<file path="src/rtl/axis_snapshot_sched.sv">
// axis_snapshot_sched: snapshot sequencer for an AXI4-Stream beat flow.
// Holds one captured word. Capture is started by software, either single-shot
// or periodic (one arm event every max(cfg_period,1) cycles).
// The stream is never stalled: s_axis_tready is a pass-through of m_axis_tready.
// Optional feature macro: SNAPSHOT_TIMESTAMP_EN adds a free-running counter
// and a ts output latched together with data on every capture.
//
// Handshake: a beat is s_axis_tvalid & m_axis_tready in the same cycle; this
// block only observes beats and never holds ready low on its own.
module axis_snapshot_sched #(
  parameter int AXIS_TDATA_WIDTH = 32,
  parameter int CNTR_WIDTH       = 32,
  parameter int CAPT_CNT_WIDTH   = 16
) (
  input  logic                        aclk,
  input  logic                        aresetn,
  input  logic [CNTR_WIDTH-1:0]       cfg_period,
  input  logic                        cfg_periodic,
  input  logic                        start,
  input  logic                        stop,
  input  logic                        ack,
  input  logic [AXIS_TDATA_WIDTH-1:0] s_axis_tdata,
  input  logic                        s_axis_tvalid,
  output logic                        s_axis_tready,
  input  logic                        m_axis_tready,
  output logic [AXIS_TDATA_WIDTH-1:0] data,
  output logic                        done,
  output logic                        overrun,
  output logic                        busy,
`ifdef SNAPSHOT_TIMESTAMP_EN
  output logic [CNTR_WIDTH-1:0]       ts,
`endif
  output logic [CAPT_CNT_WIDTH-1:0]   capt_count
);

  typedef enum logic [1:0] {
    ST_IDLE  = 2'd0,
    ST_WAIT  = 2'd1,
    ST_ARMED = 2'd2,
    ST_HOLD  = 2'd3
  } state_t;

  state_t                  state_q, state_d;
  logic [CNTR_WIDTH-1:0]   cnt_q, cnt_d;
  logic                    mode_q, mode_d;
  logic                    beat;
  logic                    capture;
  logic [CNTR_WIDTH-1:0]   reload;

  assign beat          = s_axis_tvalid & m_axis_tready;
  assign s_axis_tready = m_axis_tready;
  assign busy          = (state_q != ST_IDLE);

  // A period of 0 behaves like 1.
  assign reload = (cfg_period == '0) ? '0 : cfg_period - CNTR_WIDTH'(1);

  // State register and period down-counter.
  always_ff @(posedge aclk or negedge aresetn) begin
    if (!aresetn) begin
      state_q <= ST_IDLE;
      cnt_q   <= '0;
      mode_q  <= 1'b0;
    end else begin
      state_q <= state_d;
      cnt_q   <= cnt_d;
      mode_q  <= mode_d;
    end
  end

  // Next-state logic. The counter reaching 0 coincides with entering ARMED,
  // so the spacing between arm events is exactly max(cfg_period,1) cycles;
  // a reload value of 0 re-arms immediately (capture every cycle).
  always_comb begin
    state_d = state_q;
    cnt_d   = cnt_q;
    mode_d  = mode_q;
    capture = 1'b0;
    case (state_q)
      ST_IDLE: begin
        if (start) begin
          mode_d = cfg_periodic;
          if (cfg_periodic) begin
            state_d = ST_WAIT;
            cnt_d   = reload;
          end else begin
            state_d = ST_ARMED;
          end
        end
      end
      ST_WAIT: begin
        if (cnt_q == '0 || cnt_q == CNTR_WIDTH'(1)) begin
          state_d = ST_ARMED;
          cnt_d   = '0;
        end else begin
          cnt_d   = cnt_q - CNTR_WIDTH'(1);
        end
      end
      ST_ARMED: begin
        if (beat) begin
          capture = 1'b1;
          if (mode_q) begin
            cnt_d   = reload;
            state_d = (reload == '0) ? ST_ARMED : ST_WAIT;
          end else begin
            state_d = ST_HOLD;
          end
        end
      end
      ST_HOLD: begin
        if (ack) state_d = ST_IDLE;
      end
      default: state_d = ST_IDLE;
    endcase
    // stop overrides everything, including a coincident capture.
    if (stop) begin
      state_d = ST_IDLE;
      capture = 1'b0;
    end
  end

  // Captured word, capture counter and the sticky done/overrun flags.
  always_ff @(posedge aclk or negedge aresetn) begin
    if (!aresetn) begin
      data       <= '0;
      capt_count <= '0;
      done       <= 1'b0;
      overrun    <= 1'b0;
    end else begin
      if (capture) begin
        data       <= s_axis_tdata;
        capt_count <= capt_count + CAPT_CNT_WIDTH'(1);
        done       <= 1'b1;
        // With ack in the same cycle the old overrun is discarded and only
        // the pre-edge done decides.
        overrun    <= ack ? done : (overrun | done);
      end else if (ack) begin
        done       <= 1'b0;
        overrun    <= 1'b0;
      end
    end
  end

`ifdef SNAPSHOT_TIMESTAMP_EN
  logic [CNTR_WIDTH-1:0] free_cnt;

  // Free-running timestamp counter and its capture register.
  always_ff @(posedge aclk or negedge aresetn) begin
    if (!aresetn) begin
      free_cnt <= '0;
      ts       <= '0;
    end else begin
      free_cnt <= free_cnt + CNTR_WIDTH'(1);
      if (capture) ts <= free_cnt;
    end
  end
`endif

endmodule

</file>
<file path="config.mk">
export PLATFORM = sky130hd
export DESIGN_NAME = axis_snapshot_sched
export DESIGN_NICKNAME = d
export VERILOG_FILES = /design/src/rtl/axis_snapshot_sched.sv
export SDC_FILE = /design/constraint.sdc
export NUM_CORES = 1
export LEC_CHECK = 0
export CORE_MARGIN = 2
export CORE_UTILIZATION = 35
export CTS_CLUSTER_SIZE = 24
export DETAILED_ROUTE_END_ITERATION = 12
export HOLD_SLACK_MARGIN = 0.12
export SETUP_SLACK_MARGIN = 0.2
export SYNTH_ARGS = -nofsm -noshare
export SYNTH_HDL_FRONTEND = slang
export SYNTH_SLANG_ARGS = --single-unit
</file>
<file path="constraint.sdc">
create_clock -name aclk -period 2.77 [get_ports aclk]
set_input_delay 0.554 -clock aclk [delete_from_list [all_inputs] [get_ports aclk]]
set_output_delay 0.554 -clock aclk [all_outputs]
set_load 0.05 [all_outputs]
</file>
==> flow_metrics.env, run 1 <==
export IMPL_io_pins=124
export IMPL_worst_pin_slew_ns=0.615
export IMPL_fp_dieH_um=125
export IMPL_placedInstanceArea_sq_um=7230
export IMPL_fin_skew_ns=0.00423
export IMPL_seq_power_share_pct=35.1
export IMPL_wl_per_cell_um=15.5
export IMPL_netlist_instances=611
export IMPL_p_comb_share_pct=44.9
export IMPL_cts_tree="done"
export IMPL_worstSkewPairLatency_ns=0.33
export IMPL_swShare_pct=41.4
export IMPL_critPathArrivalTime_ns=2.89
export IMPL_slew_viol_final=0
export IMPL_hold_class="input port to asynchronous set/reset pin"
export IMPL_synth_top_family_by_area="simple AND/OR/NAND/NOR gates"
export IMPL_cp_required_ns=2.97
export IMPL_place_congestion=0.881
export IMPL_area_growth_synth_to_final_pct=56.6
export IMPL_end_kind="flop"
export IMPL_synthMuxAreaShare_pct=0.417
export IMPL_clock_fmax_mhz=371
export IMPL_hpwl_um=11400
export IMPL_p_per_area_nw_per_um2=717
export IMPL_period_needed_ns=2.69
export IMPL_diodes=0
export IMPL_drc=0
export IMPL_leakagePower_nw=3.48
export IMPL_clock_path_buffers=2
export IMPL_seq_area_frac_synth_pct=41.7
export IMPL_timing_hold_ws_ns=0.233
export IMPL_async_flop_share_pct=100
export IMPL_drtPass1Iterations=5
export IMPL_cts_sinks=85
export IMPL_synth_edf_count=0
export IMPL_fin_nets=906
export IMPL_track_usage_pct=19.7
export IMPL_crit_type="input port to flop"
export IMPL_grt_pass1_wl_um=25300
export IMPL_globalRouteOverflowTotal=0
export IMPL_final_area_sq_um=7980
export IMPL_synth_cell_types=59
export IMPL_antenna_found_initial=0
export IMPL_period_share_pct=97.3
export IMPL_rows=44
export IMPL_cp_start_kind="input port"
export IMPL_die_area_sq_um=15600
export IMPL_timing_max_cap_violations=0
export IMPL_critPathMaxFanout=2
export IMPL_relSlewSlack_pct=59.0
export IMPL_synth_simple_area_share_pct=30.1
export IMPL_cts_root_buf="clkbuf_16"
export IMPL_port_buffer_count=123
export IMPL_drt_iter0_markers=426
export IMPL_vdd_drop_max_mv=0.378
export IMPL_vias_per_cell=5.24
export IMPL_p_int_mw=3.35
export IMPL_vias=5317
export IMPL_drtAntennaViolNets=0
export IMPL_start_util_pct=35.5
export IMPL_htree_levels=3
export IMPL_grt_max_degree=54
export IMPL_clkTransAtPathRegs_ns=0.06
export IMPL_core_sq_um=14400
export IMPL_finalSetupViolations=0
export IMPL_synth_largest_area_cell="dfrtp_1"
export IMPL_yosysWarnings=0
export IMPL_cts_inserted_buffers=9
export IMPL_dominantRegCellSynth="dfrtp_1"
export IMPL_syn_nets=687
export IMPL_rsz0062_at_grt="yes"
export IMPL_fp_dieW_um=125
export IMPL_synth_area_top_cells="dfrtp_1 (42%), nand2_1 (11%), xnor2_1 (4.6%)"
export IMPL_clockPowerShare_pct=20.0
export IMPL_drive_gt1_share_pct=25.6
export IMPL_wl_um=15700
export IMPL_yosysTopAreaCellShare_pct=41.7
export IMPL_synthesis_area_sq_um=5100
export IMPL_synthAdderAreaFrac_pct=0.981
export IMPL_setup_tns_ns=0
export IMPL_synth_xor_area_share_pct=6.87
export IMPL_grt_pass1_vias=5177
export IMPL_synth_compound_area_share_pct=16.4
export IMPL_p_sw_mw=2.37
export IMPL_synth_seq_cells=85
export IMPL_hold_viol=0
export IMPL_status="finished, final reports clean"
export IMPL_synth_area_per_cell_sq_um=8.35
synthesized netlist by cell type, types with 3 or more instances:
master and n:
a211oi_1 3, a21oi_1 13, a22o_1 22, a31oi_1 4, and3_1 3, clkbuf_1 21
dfrtp_1 85, ha_1 4, inv_1 14, nand2_1 146, nand3_1 12, nand3b_1 3
nand4_1 8, nor2_1 50, nor3_1 37, nor3b_1 3, nor4_1 6, o21ai_0 44
o22ai_1 19, o32ai_1 7, or2_2 7, or3_1 9, or4_1 3, xnor2_1 27
xor2_1 13
through the flow:
step / utilization (%) / worst slack [ns] / instances / power (mW)
6_report: 55.6 / 0.0753 / 1015 / 5.73
5_1_grt: 55.6 / -0.0250 / 1015 / 6.04
4_1_cts: 53.5 / 0.0329 / 1005 / 5.66
3_5_place_dp: 50.3 / -0.740 / 977 / 4.48
3_3_place_gp: 50.3 / -0.676 / 977 / 4.43
2_1_floorplan: - / -0.111 / 611 / 3.49
metal layers:
metal  part of all wire, %  track usage, %  routed length, um
met4                   2.6            7.40                403
met5                     0               0                  0
met2                    45            31.3               7150
met3                   5.7            3.74                901
met1                    46            26.6               7260
power by group through the flow:
stage,Combinational [mW],Sequential [mW],Clock [mW]
3_3_place_gp,2.44,1.99,0
6_report,2.57,2.01,1.15
4_1_cts,2.48,1.99,1.18
5_1_grt,2.74,2.07,1.23
2_1_floorplan,0.792,2.70,0
3_5_place_dp,2.48,2.00,0
worst max-delay path, stage by stage:
cell,delay [ns]
buf_8,0.10
nor4_4,0.28
buf_4,0.16
buf_6,0.09
nand4_4,0.13
nor3_4,0.23
mux2_4,0.32
or4_4,0.50
o31ai_4,0.23
nor3b_2,0.21
o41ai_1,0.09
logic make-up after synthesis:
family | after synthesis
AO/OA/AOI/OAI | 125
XOR/XNOR | 40
adder cells (fa/ha/maj) | 4
buffers and inverters | 41
flip-flops | 85
multiplexers | 2
AND/OR/NAND/NOR | 314
registers in the layout, summed over array words and instances (netlist names):
| register | count |
|---|---|
| done | 1 |
| mode_q | 1 |
| cnt_q | 32 |
| data | 32 |
| overrun | 1 |
| state_q | 2 |
| capt_count | 16 |
worst paths after layout:
kind,from,end,slack [ns],cells past startpoint
worst max-delay path,cfg_period[2],state_q[0],0.08,11
worst min-delay path,aresetn,capt_count[10],0.23,1
worst max register to register,cnt_q[8],cnt_q[28],0.36,8
worst min register to register,data[27],data[27],0.47,2
max in group asynchronous,aresetn,data[31],1.89,2
min in group aclk,data[27],data[27],0.47,2
layout by cell type, fill, tap and decap left out, types with 4 or more instances in the layout:
| cell | instances |
|---|---|
| clkdlybuf4s50_1 | 92 |
| buf_2 | 5 |
| buf_6 | 13 |
| buf_4 | 99 |
| inv_1 | 12 |
| clkbuf_2 | 5 |
| a31oi_1 | 4 |
| o22ai_2 | 5 |
| or2_2 | 7 |
| nor4_1 | 4 |
| nand2_1 | 143 |
| nor3_4 | 4 |
| nand3_1 | 9 |
| o32ai_1 | 4 |
| o22ai_1 | 13 |
| o21ai_1 | 4 |
| or3_1 | 8 |
| nor4_4 | 4 |
| nand4_1 | 8 |
| nor3_1 | 31 |
| dfrtp_1 | 85 |
| nor2_2 | 4 |
| clkdlybuf4s15_1 | 5 |
| o21ai_0 | 39 |
| nor2_1 | 45 |
| xor2_1 | 13 |
| a21oi_1 | 12 |
| xnor2_1 | 26 |
| clkbuf_16 | 12 |
| buf_12 | 5 |
| a22o_1 | 22 |
timing repair:
action,4_1_cts,5_1_grt
buffers inserted,16,7
pin swaps,20,36
gates cloned,0,3
resized for setup,87,66
endpoints found under the setup margin,33,31
hold buffers,0,0
endpoints found under the hold margin,0,0
area by class of cell:
class,instances,area [sq um]
clock buffers,10,239
clock inverters,2,37.5
fillers,1264,6380
inverters,14,62.6
multi-input cells,485,3110
flip-flops and latches,85,2130
well taps,184,230
repair buffers,235,2170
(Power assumes the default switching activity.)
==> run 2, diff against run 1 <==
Settings changed: ABC_AREA set to 1, CAP_MARGIN set to 20.
==> run 2 against run 1 <==
Effect of this change: synthesized area increased by 16%; clock power about the same; critical endpoint is now busy; design area is 0.45% higher; clock skew up 0.0067 ns; synthesized cell count grew 43%; core utilization down 7.0 points.
==> flow_metrics.env, run 2 <==
export IMPL_rsz0062_at_grt="yes"
export IMPL_largestRegisters="cnt_q (32), data (32), capt_count (16)"
export IMPL_vias_per_cell=4.68
export IMPL_grt_pass1_wl_um=28200
export IMPL_crit_type="flop to output pin"
export IMPL_rows=47
export IMPL_timing_max_cap_violations=0
export IMPL_critPathMaxFanout=6
export IMPL_dominantRegCellSynth="dfrtp_1"
export IMPL_worst_pin_slew_ns=0.538
export IMPL_cp_start_kind="flop"
export IMPL_fp_dieW_um=134
export IMPL_wl_um=16900
export IMPL_status="finished, final reports clean"
export IMPL_vias=5897
export IMPL_finalSetupViolations=0
export IMPL_slew_viol_final=0
export IMPL_seq_area_frac_synth_pct=36.0
export IMPL_rrSetupSlack_ns=0.50
export IMPL_setup_ws_ns=0.374
export IMPL_core_sq_um=16500
export IMPL_cts_inserted_buffers=9
export IMPL_htree_levels=3
export IMPL_async_flop_share_pct=100
export IMPL_clock_path_buffers=2
export IMPL_cts_hold_buffers=0
export IMPL_hold_class="input port to asynchronous set/reset pin"
export IMPL_cp_startpoint="state_q[1]"
export IMPL_yosysMostFrequentCell="nand2_1"
export IMPL_area_growth_synth_to_final_pct=35.9
export IMPL_final_common_cell="nand2_1"
export IMPL_total_power_mw=7.05
export IMPL_synth_commonest_cells="nand2_1 (296), nor2_1 (146), dfrtp_1 (85), inv_1 (80), nand3_1 (48)"
export IMPL_grt_max_degree=51
export IMPL_synth_largest_area_cell="dfrtp_1"
export IMPL_yosysTopAreaCellShare_pct=36.0
export IMPL_fp_dieH_um=134
export IMPL_placedInstanceArea_sq_um=7690
export IMPL_io_pins=124
export IMPL_die_area_sq_um=17900
export IMPL_netlist_instances=874
export IMPL_clock_fmax_mhz=417
export IMPL_relSlewSlack_pct=64.0
export IMPL_drtPass1Iterations=5
export IMPL_start_util_pct=35.7
export IMPL_drive_gt1_share_pct=11.8
export IMPL_final_area_sq_um=8020
export IMPL_hold_viol=0
export IMPL_cts_sinks=85
export IMPL_cp_required_ns=2.22
export IMPL_fin_nets=1112
export IMPL_synth_cell_types=38
export IMPL_leakagePower_nw=3.87
export IMPL_wl_per_cell_um=13.4
export IMPL_r2r_cells=12
export IMPL_synth_area_top_cells="dfrtp_1 (36%), nand2_1 (19%), nor2_1 (9.3%)"
export IMPL_port_buffer_count=123
export IMPL_utilization_pct=48.5
export IMPL_syn_nets=950
export IMPL_cts_tree="done"
export IMPL_grt_pass1_vias=5696
export IMPL_synthesis_area_sq_um=5900
export IMPL_drtAntennaViolNets=0
export IMPL_yosysWarnings=0
export IMPL_track_usage_pct=19.4
export IMPL_globalRouteOverflowTotal=0
export IMPL_period_needed_ns=2.40
export IMPL_dp_slack_ns=0.0163
export IMPL_setup_tns_ns=0
export IMPL_clkTransAtPathRegs_ns=0.07
export IMPL_end_kind="output pin"
export IMPL_p_per_area_nw_per_um2=879
export IMPL_synth_edf_count=0
export IMPL_vdd_drop_max_mv=0.557
export IMPL_critPathArrivalTime_ns=1.84
export IMPL_drt_iter0_markers=382
export IMPL_r2r_start="cnt_q[21]"
export IMPL_synth_seq_cells=85
export IMPL_antenna_found_initial=0
export IMPL_period_share_pct=86.5
export IMPL_cts_root_buf="clkbuf_16"
export IMPL_timing_rr_end="cnt_q[7]"
export IMPL_worstSkewPairLatency_ns=0.34
export IMPL_place_congestion=0.922
export IMPL_drc=0
export IMPL_layout_common_cells="nand2_1 (294), nor2_1 (144), clkdlybuf4s50_1 (122), dfrtp_1 (85), inv_1 (79)"
export IMPL_diodes=0
export IMPL_synth_area_per_cell_sq_um=6.75
export IMPL_hpwl_um=13500
export IMPL_fin_skew_ns=0.0109
-- run 2: cell count changes after synthesis, sizes merged, moves of 20 or more --
cell,delta
a22o,-22
inv,+69
nand2,+158
nand3,+45
nor2,+117
nor3,-20
-- run 2: critical path, stage by stage (launching register included) --
cell and delay, ns:
dfrtp_1 0.46, nor2_1 0.11, inv_1 0.11, clkdlybuf4s50_1 0.82
-- run 2: area by class of cell --
cell class	instances	area (sq um)
multi-input combinational	684	3380
fill	1657	8500
clock inverter	6	52.6
sequential	85	2130
clock buffer	10	239
tap	220	275
inverter	83	315
timing repair buffer	173	1630
-- run 2: where the power goes --
group / total, mW / internal [mW] / switching, mW / leakage, nW
sequential: 2.21 / 1.75 / 0.452 / 1.08
clock: 1.18 / 0.647 / 0.532 / 0.138
combinational: 3.67 / 1.28 / 2.39 / 2.66
-- run 2: stage by stage --
step           hold WS (ns)  instances
2_1_floorplan         0.258        874
3_3_place_gp          0.461       1243
3_5_place_dp          0.464       1243
4_1_cts               0.189       1259
5_1_grt               0.208       1261
6_report              0.176       1261
-- run 2: worst max-delay path by stage --
stage / to / slack (ns) / cells after the start
final: busy / 0.37 / 3
after CTS: cnt_q[31] / 0.34 / 12
after floorplan: state_q[0] / 0.64 / 14
after global placement: state_q[0] / 0.05 / 17
after detailed placement: state_q[0] / 0.02 / 15
after global routing: state_q[0] / 0.18 / 15
-- run 2: cells by family (layout without fill, tap and decap cells) --
logic type,after synthesis,count (layout),synth area share [%]
xor+xnor,42,42,6.23
buf+inv,105,272,7.14
fa+ha+maj,4,4,0.848
simple gates,563,563,42.5
flops,85,85,36.0
compound gates,75,75,7.23
-- run 2: repair_timing --
action / CTS / global route
buffers inserted: 0 / 2
endpoints found under the setup margin: 0 / 7
resized for setup: 0 / 8
-- run 2: per-layer routing --
| layer | global-route usage, % | part of all wire, % | up-vias |
|---|---|---|---|
| met1 | 26.5 | 47 | 2709 |
| met5 | 0 | 0 | - |
| met3 | 2.65 | 3.6 | 17 |
| met2 | 32.8 | 49 | 103 |
| li1 | - | - | 3068 |
| met4 | 4.14 | 1.1 | 0 |
==> run 3, diff against run 2 <==
Settings changed: GPL_ROUTABILITY_DRIVEN set to 0.
==> run 3 against run 2 <==
Effect of this change: wire length rose by 0.11%; sequential power barely moved; critical path depth rose by 11; largest cell class unchanged; largest power group unchanged; combinational power barely moved.
==> flow_metrics.env, run 3 (synthesized netlist as in run 2, its figures left out) <==
export IMPL_drtAntennaViolNets=0
export IMPL_grt_pass1_wl_um=28700
export IMPL_hpwl_um=13300
export IMPL_rows=47
export IMPL_cts_root_buf="clkbuf_16"
export IMPL_vdd_drop_max_mv=0.549
export IMPL_clock_fmax_mhz=411
export IMPL_cts_tree="done"
export IMPL_clock_path_buffers=2
export IMPL_io_pins=124
export IMPL_track_usage_pct=19.6
export IMPL_rsz0062_at_grt="yes"
export IMPL_ff_latch_area_sq_um=2130
export IMPL_period_needed_ns=2.43
export IMPL_globalRouteOverflowTotal=0
export IMPL_die_area_sq_um=17900
export IMPL_utilization_pct=49.2
export IMPL_instances_no_fill=1266
export IMPL_antenna_found_initial=0
export IMPL_critPathMaxFanout=9
export IMPL_drc=0
export IMPL_wl_per_cell_um=13.4
export IMPL_largestRegisters="cnt_q (32), data (32), capt_count (16)"
export IMPL_cp_required_ns=2.99
export IMPL_wl_um=17000
export IMPL_fp_dieW_um=134
export IMPL_critPathArrivalTime_ns=2.65
export IMPL_fill_cells=1669
export IMPL_finalSetupViolations=0
export IMPL_vias_per_cell=4.72
export IMPL_clkTransAtPathRegs_ns=0.06
export IMPL_core_sq_um=16500
export IMPL_crit_type="input port to flop"
export IMPL_status="finished, final reports clean"
export IMPL_port_buffer_count=123
export IMPL_worst_pin_slew_ns=0.571
export IMPL_timing_max_cap_violations=0
export IMPL_fin_skew_ns=0.00851
export IMPL_relSlewSlack_pct=61.9
export IMPL_hold_viol=0
export IMPL_final_common_cell="nand2_1"
export IMPL_cts_inserted_buffers=9
export IMPL_htree_levels=3
export IMPL_cp_start_kind="input port"
export IMPL_vias=5978
export IMPL_multi_input_area_sq_um=3410
export IMPL_fp_dieH_um=134
export IMPL_area_growth_synth_to_final_pct=37.8
export IMPL_drt_iter0_markers=374
export IMPL_setup_ws_ns=0.336
export IMPL_fin_nets=1117
export IMPL_grt_pass1_vias=5737
export IMPL_worstSkewPairLatency_ns=0.34
export IMPL_grt_max_degree=43
export IMPL_start_util_pct=35.7
export IMPL_layout_common_cells="nand2_1 (294), nor2_1 (141), clkdlybuf4s50_1 (122), dfrtp_1 (85), inv_1 (79)"
export IMPL_slew_viol_final=0
export IMPL_diodes=0
export IMPL_place_inst=1246
export IMPL_period_share_pct=87.9
export IMPL_drive_gt1_share_pct=12.3
export IMPL_leakagePower_nw=3.92
export IMPL_drtPass1Iterations=5
export IMPL_cts_sinks=85
export IMPL_end_kind="flop"
export IMPL_dp_slack_ns=-0.0772
export IMPL_cts_hold_buffers=0
export IMPL_p_per_area_nw_per_um2=894
export IMPL_hold_class="input port to asynchronous set/reset pin"
-- run 3: cell types whose count changed in the layout (fill, tap and decap cells not counted), sizes merged --
cell / delta
inv: -2
bufinv: +3
buf: +5
clkbuf: +1
clkinvlp: -2
-- run 3: routing by layer --
| metal | vias to the layer above | track usage (%) | part of all wire (%) |
|---|---|---|---|
| met1 | 2752 | 27.0 | 46 |
| met5 | - | 0 | 0 |
| met3 | 17 | 2.87 | 3.8 |
| met2 | 118 | 32.5 | 48 |
| met4 | 0 | 4.31 | 1.3 |
| li1 | 3091 | - | - |
-- run 3: area by class of cell --
type	count	area share (%)
clock buffers	11	2.86
clock inverters	5	1.32
inverters	83	3.88
multi-input cells	684	41.9
flip-flops and latches	85	26.1
well taps	220	3.38
repair buffers	178	20.5
-- run 3: worst paths after layout --
kind,depth (start not counted),from,end,slack (ns)
setup / recovery,14,cfg_period[4],state_q[0],0.34
hold / removal,1,aresetn,capt_count[9],0.18
setup reg to reg,12,cnt_q[0],cnt_q[22],0.46
hold reg to reg,1,capt_count[15],capt_count[15],0.47
max in group asynchronous,2,aresetn,cnt_q[16],2.00
min in group aclk,1,capt_count[15],capt_count[15],0.47
-- run 3: where the power goes --
group	switching (mW)	leakage, nW	internal, mW
logic	2.37	2.68	1.29
clock network	0.515	0.164	0.888
registers	0.444	1.08	1.75
total	3.33	3.92	3.93
-- run 3: repair_timing --
item                       4_1_cts  5_1_grt
gates resized for setup          0       14
setup endpoints to repair        0        7
setup buffers                    0        4
-- run 3: metrics by stage --
stage / TNS, ns / hold WS [ns] / power [mW] / area, sq um
after floorplan: 0 / 0.258 / 4.63 / 5900
after detailed placement: -0.135 / 0.461 / 5.85 / 7710
after global placement: -0.0497 / 0.461 / 5.82 / 7710
after CTS: 0 / 0.184 / 7.28 / 8050
final: 0 / 0.176 / 7.27 / 8130
after global routing: 0 / 0.204 / 7.79 / 8130
-- run 3: worst max-delay path: stages --
cell             delay (ns)
clkdlybuf4s50_1        0.50
nor2_2                 0.19
nand2_2                0.12
nor2_8                 0.14
nand4_4                0.18
buf_4                  0.23
nand3_1                0.12
nand2_1                0.09
inv_1                  0.06
nand2_1                0.04
nor2_1                 0.14
nand3_1                0.14
nand2_1                0.08
a21oi_1                0.06
